File: src/rtl/lms_log2.sv
// lms_log2: 3-stage pipelined log2 of three unsigned 8.8 LMS channels to signed Q4.8.
// Define LMS_LOG_CORR_EN to add the 16-entry correction LUT on top of the Mitchell estimate.
module lms_log2 (
    input  logic        i_clk,
    input  logic        i_rst,
    input  logic        i_valid,
    output logic        o_ready,
    input  logic [15:0] i_L,
    input  logic [15:0] i_M,
    input  logic [15:0] i_S,
    output logic        o_valid,
    input  logic        i_ready,
    output logic [11:0] o_logL,
    output logic [11:0] o_logM,
    output logic [11:0] o_logS
);

    logic        adv;
    logic [15:0] x      [3];

    logic        v1, v2, v3;
    logic [3:0]  p1     [3];
    logic [7:0]  m1     [3];
    logic [7:0]  frac2  [3];
    logic [3:0]  int2   [3];
    logic [11:0] res3   [3];

    logic [3:0]  p_d    [3];
    logic [7:0]  m_d    [3];
    logic [11:0] res_d  [3];

`ifdef LMS_LOG_CORR_EN
    logic [4:0]  corr2  [3];
    logic [4:0]  corr_d [3];
    logic [12:0] sum_d  [3];
`endif

    function automatic logic [3:0] lead_one(input logic [15:0] val);
        logic [3:0] idx;
        idx = '0;
        for (int unsigned i = 0; i < 16; i++) begin
            if (val[i]) idx = 4'(i);
        end
        return idx;
    endfunction

`ifdef LMS_LOG_CORR_EN
    // round(256 * (log2(1 + k/16) - k/16))
    function automatic logic [4:0] corr_lut(input logic [3:0] k);
        logic [4:0] c;
        case (k)
            4'd0:  c = 5'd0;
            4'd1:  c = 5'd6;
            4'd2:  c = 5'd12;
            4'd3:  c = 5'd15;
            4'd4:  c = 5'd18;
            4'd5:  c = 5'd20;
            4'd6:  c = 5'd22;
            4'd7:  c = 5'd22;
            4'd8:  c = 5'd22;
            4'd9:  c = 5'd21;
            4'd10: c = 5'd19;
            4'd11: c = 5'd17;
            4'd12: c = 5'd15;
            4'd13: c = 5'd12;
            4'd14: c = 5'd8;
            4'd15: c = 5'd4;
        endcase
        return c;
    endfunction
`endif

    assign x[0] = i_L;
    assign x[1] = i_M;
    assign x[2] = i_S;

    assign adv     = !v3 || i_ready;
    assign o_ready = adv;
    assign o_valid = v3;
    assign o_logL  = res3[0];
    assign o_logM  = res3[1];
    assign o_logS  = res3[2];

    // S1 inputs: leading-one index and the 8 bits just below it (bits [14:7] once left-aligned)
    always_comb begin
        for (int unsigned c = 0; c < 3; c++) begin
            p_d[c] = lead_one(x[c]);
            m_d[c] = 8'((x[c] << (4'd15 - p_d[c])) >> 7);
        end
    end

`ifdef LMS_LOG_CORR_EN
    always_comb begin
        for (int unsigned c = 0; c < 3; c++) begin
            corr_d[c] = corr_lut(m1[c][7:4]);
            // corr is non-negative, so only positive overflow needs clamping
            sum_d[c]  = {int2[c][3], int2[c], frac2[c]} + {8'b0, corr2[c]};
            if (!sum_d[c][12] && sum_d[c][11]) res_d[c] = 12'h7FF;
            else                               res_d[c] = sum_d[c][11:0];
        end
    end
`else
    always_comb begin
        for (int unsigned c = 0; c < 3; c++) begin
            res_d[c] = {int2[c], frac2[c]};
        end
    end
`endif

    always_ff @(posedge i_clk) begin
        if (i_rst) begin
            v1 <= 1'b0;
            v2 <= 1'b0;
            v3 <= 1'b0;
            for (int unsigned c = 0; c < 3; c++) begin
                p1[c]    <= '0;
                m1[c]    <= '0;
                frac2[c] <= '0;
                int2[c]  <= '0;
                res3[c]  <= '0;
`ifdef LMS_LOG_CORR_EN
                corr2[c] <= '0;
`endif
            end
        end else if (adv) begin
            v1 <= i_valid;
            v2 <= v1;
            v3 <= v2;
            for (int unsigned c = 0; c < 3; c++) begin
                p1[c]    <= p_d[c];
                m1[c]    <= m_d[c];
                frac2[c] <= m1[c];
                int2[c]  <= p1[c] - 4'd8;
                res3[c]  <= res_d[c];
`ifdef LMS_LOG_CORR_EN
                corr2[c] <= corr_d[c];
`endif
            end
        end
    end

endmodule

File: config.mk
export PLATFORM = sky130hd
export DESIGN_NAME = lms_log2
export DESIGN_NICKNAME = d
export VERILOG_FILES = /design/src/rtl/lms_log2.sv
export SDC_FILE = /design/constraint.sdc
export NUM_CORES = 1
export LEC_CHECK = 0
export BUFFER_PORTS_ARGS = -buffer_cell sky130_fd_sc_hd__buf_2
export CORE_MARGIN = 2
export CORE_UTILIZATION = 35
export CTS_CLUSTER_DIAMETER = 60
export DETAILED_ROUTE_END_ITERATION = 10
export SLEW_MARGIN = 40
export SYNTH_ARGS = -nofsm -noshare
export SYNTH_HDL_FRONTEND = slang
export SYNTH_SLANG_ARGS = --single-unit
File: constraint.sdc
create_clock -name i_clk -period 6.7 [get_ports i_clk]
set_input_delay 0.67 -clock i_clk [delete_from_list [all_inputs] [get_ports i_clk]]
set_output_delay 0.67 -clock i_clk [all_outputs]
set_load 0.02 [all_outputs]
==> key figures <==
Status
  – Status: finished, final reports clean

Detailed routing
  – Final WL: 13.60 mm
  – Vias per cell: 5.298
  – Initial DRC count: 627
  – ANT nets after route: 0
  – Wire length per cell: 15.28 um
  – Via Count: 4715
  – First-pass DRT Iterations: 6
  – DRC violations left: 0

Layout
  – Design Area, Final: 7201 sq um
  – Synth-to-layout area growth: 16.36%
  – # nets final: 712
  – Layout Utilization: 0.4163
  – # fillers: 1707
  – Diode count: 0
  – Sequential cell area: 3303 sq um
  – Final Non-Filler Cells: 890
  – Layout cells sized above 1: 0.2075
  – Multi-input gate area: 2704 sq um

STA
  – Clk_skew: 0.006409 ns
  – RSZ-0062 raised after global routing: no
  – Part of the cycle the worst path needs: 0.4142
  – Slew margin rel.: 0.4735
  – Hold Fails Final Rpt: 0
  – Setup violations, final: 0
  – Highest Clock Rate: 360.3 MHz
  – Final WS setup: 3.925 ns
  – Hold Worst Slack: 0.4977 ns
  – Actual transition at the worst max-transition pin: 0.7898 ns
  – Slew Viols, Final: 0
  – Minimum clock period: 2.775 ns
  – Setup TNS: 0 ns

CTS
  – Clk buf depth: 2
  – Setup Fix Bufs, Post-CTS: 0
  – H-tree depth: 3
  – CTS tree: built
  – Post_cts resized: 0
  – CTS Buf Count: 9
  – CTS sink cnt: 111
  – CTS Hold Buffers Added: 0
  – CTS root buffer: clkbuf_16
  – Reg clk slew, reported paths: 0.07 ns
  – Skew-Pair Late Insertion Delay: 0.34 ns

Synth
  – Mapped Cells: 585
  – Mean Syn Cell Area: 10.58 sq um
  – Seq/Total Area, Yosys: 0.5338
  – Syn nets: 637
  – Yosys warning count: 0
  – Synth area leaders: edfxtp_1, and2_1, mux2i_1
  – Flop and latch count out of synthesis: 111
  – Area of the mapped netlist: 6188 sq um
  – Primary FF master, synth: edfxtp_1
  – Post-synth cell types: 69
  – Top cell type's share of synthesized area: 0.5241
  – Synth area leader: edfxtp_1
  – EDFF count, synth: 108
  – Post-synth ARST share: 0

Die
  – Initial core utilization: 0.3578
  – Core area: 17300 sq um
  – Die area: 18760 sq um
  – I/O pin total: 90
  – FP Rows: 48
  – Die W: 137.0 um
  – Die height: 137.0 um

Critical path
  – Critical path peak fanout: 12
  – Startpoint Class: primary input
  – Worst path depth: 8
  – Crit-path slowest cell: and2_1
  – Slowest cell delay on critical path: 0.49 ns
  – Crit path DAT: 2.86 ns
  – Critical Path Sink Type: flop
  – Top delay family on crit path: compound AO/OA/AOI/OAI gates
  – WP buf/inv: 1
  – Kind of critical path: primary input to flop
  – Worst path cell trace: buf_2, nor2b_1, o21ba_2, o21ai_2, and2_1, mux2i_1, o21ai_0, a211o_1
  – Reg2Reg Depth: 8
  – Worst path required time: 6.79 ns

Global route
  – Total track usage: 0.1489
  – Vias in the first global route: 4360
  – Initial antenna violation count: 0
  – GR Overflow Total: 0
  – Pin count of the biggest net entering global routing: 84
  – First-pass GRT wire length: 22.37 mm

Power and ir drop
  – Final Power: 1.670 mW
  – Max VDD drop: 0.1219 mV
  – Power Dens Cells: 232.0 nW/um^2
  – Leakage: 3.027 nW

Flow run
  – Max Cap Violations: 0

Place
  – Placed Instances: 874
  – Pre-CTS setup slack: 3.584 ns
  – HPWL Detailed: 9.926 mm
  – Area after DPL: 6842 sq um
  – # port buffers: 89
  – Routability cong.: 0.9065

Min path
  – Hold Crit Class: flop to flop
  – Min-Delay Path Depth: 2
-- logic make-up (layout without fill, tap and decap cells) --
| kind of cell | count (synthesis) | after routing | synth area share |
|---|---|---|---|
| AOI/OAI and AO/OA | 146 | 146 | 0.1727 |
| DFF | 111 | 111 | 0.5338 |
| and+or+nand+nor | 240 | 240 | 0.1983 |
| buffers and inverters | 52 | 132 | 0.03477 |
| muxes | 36 | 36 | 0.06045 |
-- final timing paths --
| path | endpoint | slack (ns) | startpoint |
|---|---|---|---|
| max | m1[0][4]$_SDFFCE_PN0P_ | 3.92 | i_L[8] |
| max reg2reg | m1[0][23]$_SDFFCE_PN0P_ | 4.18 | o_valid$_SDFFE_PP0N_ |
| min | v2$_SDFFE_PP0N_ | 0.50 | v1$_SDFFE_PP0N_ |
| min reg2reg | v2$_SDFFE_PP0N_ | 0.50 | v1$_SDFFE_PP0N_ |
-- flip-flops by register name, summed over array words and instances (netlist names) --
| name | flops |
|---|---|
| int2 | 12 |
| v2 | 1 |
| frac2 | 24 |
| res3 | 36 |
| m1 | 24 |
| p1 | 12 |
| o_valid | 1 |
| v1 | 1 |
-- layout by cell type (no fill, tap or decap), types with 8 or more instances in the layout --
cell type and count:
a21oi_1 24, nand3_1 18, nor2_1 60, inv_1 22
nand2b_1 9, o21ai_0 29, nand2_1 37, a221o_1 8
edfxtp_1 108, clkbuf_16 9, buf_2 89, and2_1 72
mux2i_1 28, nor3_1 13
-- power breakdown --
part           internal [mW]  switching [mW]  total, mW
combinational         0.0922           0.154      0.247
clock                  0.374           0.222      0.596
sequential             0.817          0.0104      0.828
-- tightest hold or removal path: cells and delay by family (launching register included) --
family | cells | cell delay [ns]
AND/OR/NAND/NOR | 1 | 0.07
flip-flops | 1 | 0.33
multiplexers | 1 | 0.06
-- synthesized netlist by cell type (3+ instances only) --
| cell | n |
|---|---|
| edfxtp_1 | 108 |
| and2_1 | 72 |
| nor2_1 | 61 |
| nand2_1 | 37 |
| o21ai_0 | 29 |
| mux2i_1 | 28 |
| a21oi_1 | 24 |
| clkbuf_1 | 22 |
| inv_1 | 22 |
| nand3_1 | 18 |
| nor3_1 | 13 |
| nand2b_1 | 10 |
| nor4_1 | 10 |
| a221o_1 | 8 |
| a211o_1 | 7 |
| a31oi_1 | 7 |
| mux2_2 | 7 |
| a22oi_1 | 6 |
| o211ai_1 | 6 |
| nor2b_1 | 5 |
| a211oi_1 | 4 |
| a21o_1 | 4 |
| buf_2 | 4 |
| a221oi_1 | 3 |
| dfxtp_1 | 3 |
| nand4_1 | 3 |
| o221ai_1 | 3 |
| o22ai_1 | 3 |
| o311ai_0 | 3 |
-- per-layer routing --
layer | routed length [um] | vias to the layer above | global-route usage
li1 | - | 2351 | -
met2 | 5563 | 193 | 0.2065
met5 | 0 | - | 0
met3 | 793 | 22 | 0.02111
met1 | 7018 | 2149 | 0.2350
met4 | 221 | 0 | 0.04868
-- layout make-up --
type / count / share of cell area
repair buffers: 93 / 0.06655
flip-flops and latches: 111 / 0.4587
inverters: 23 / 0.01199
clock inverters: 6 / 0.01494
multi-input cells: 422 / 0.3755
well taps: 225 / 0.03910
clock buffers: 10 / 0.03319
Note: power is estimated with default switching activity, not from simulation.
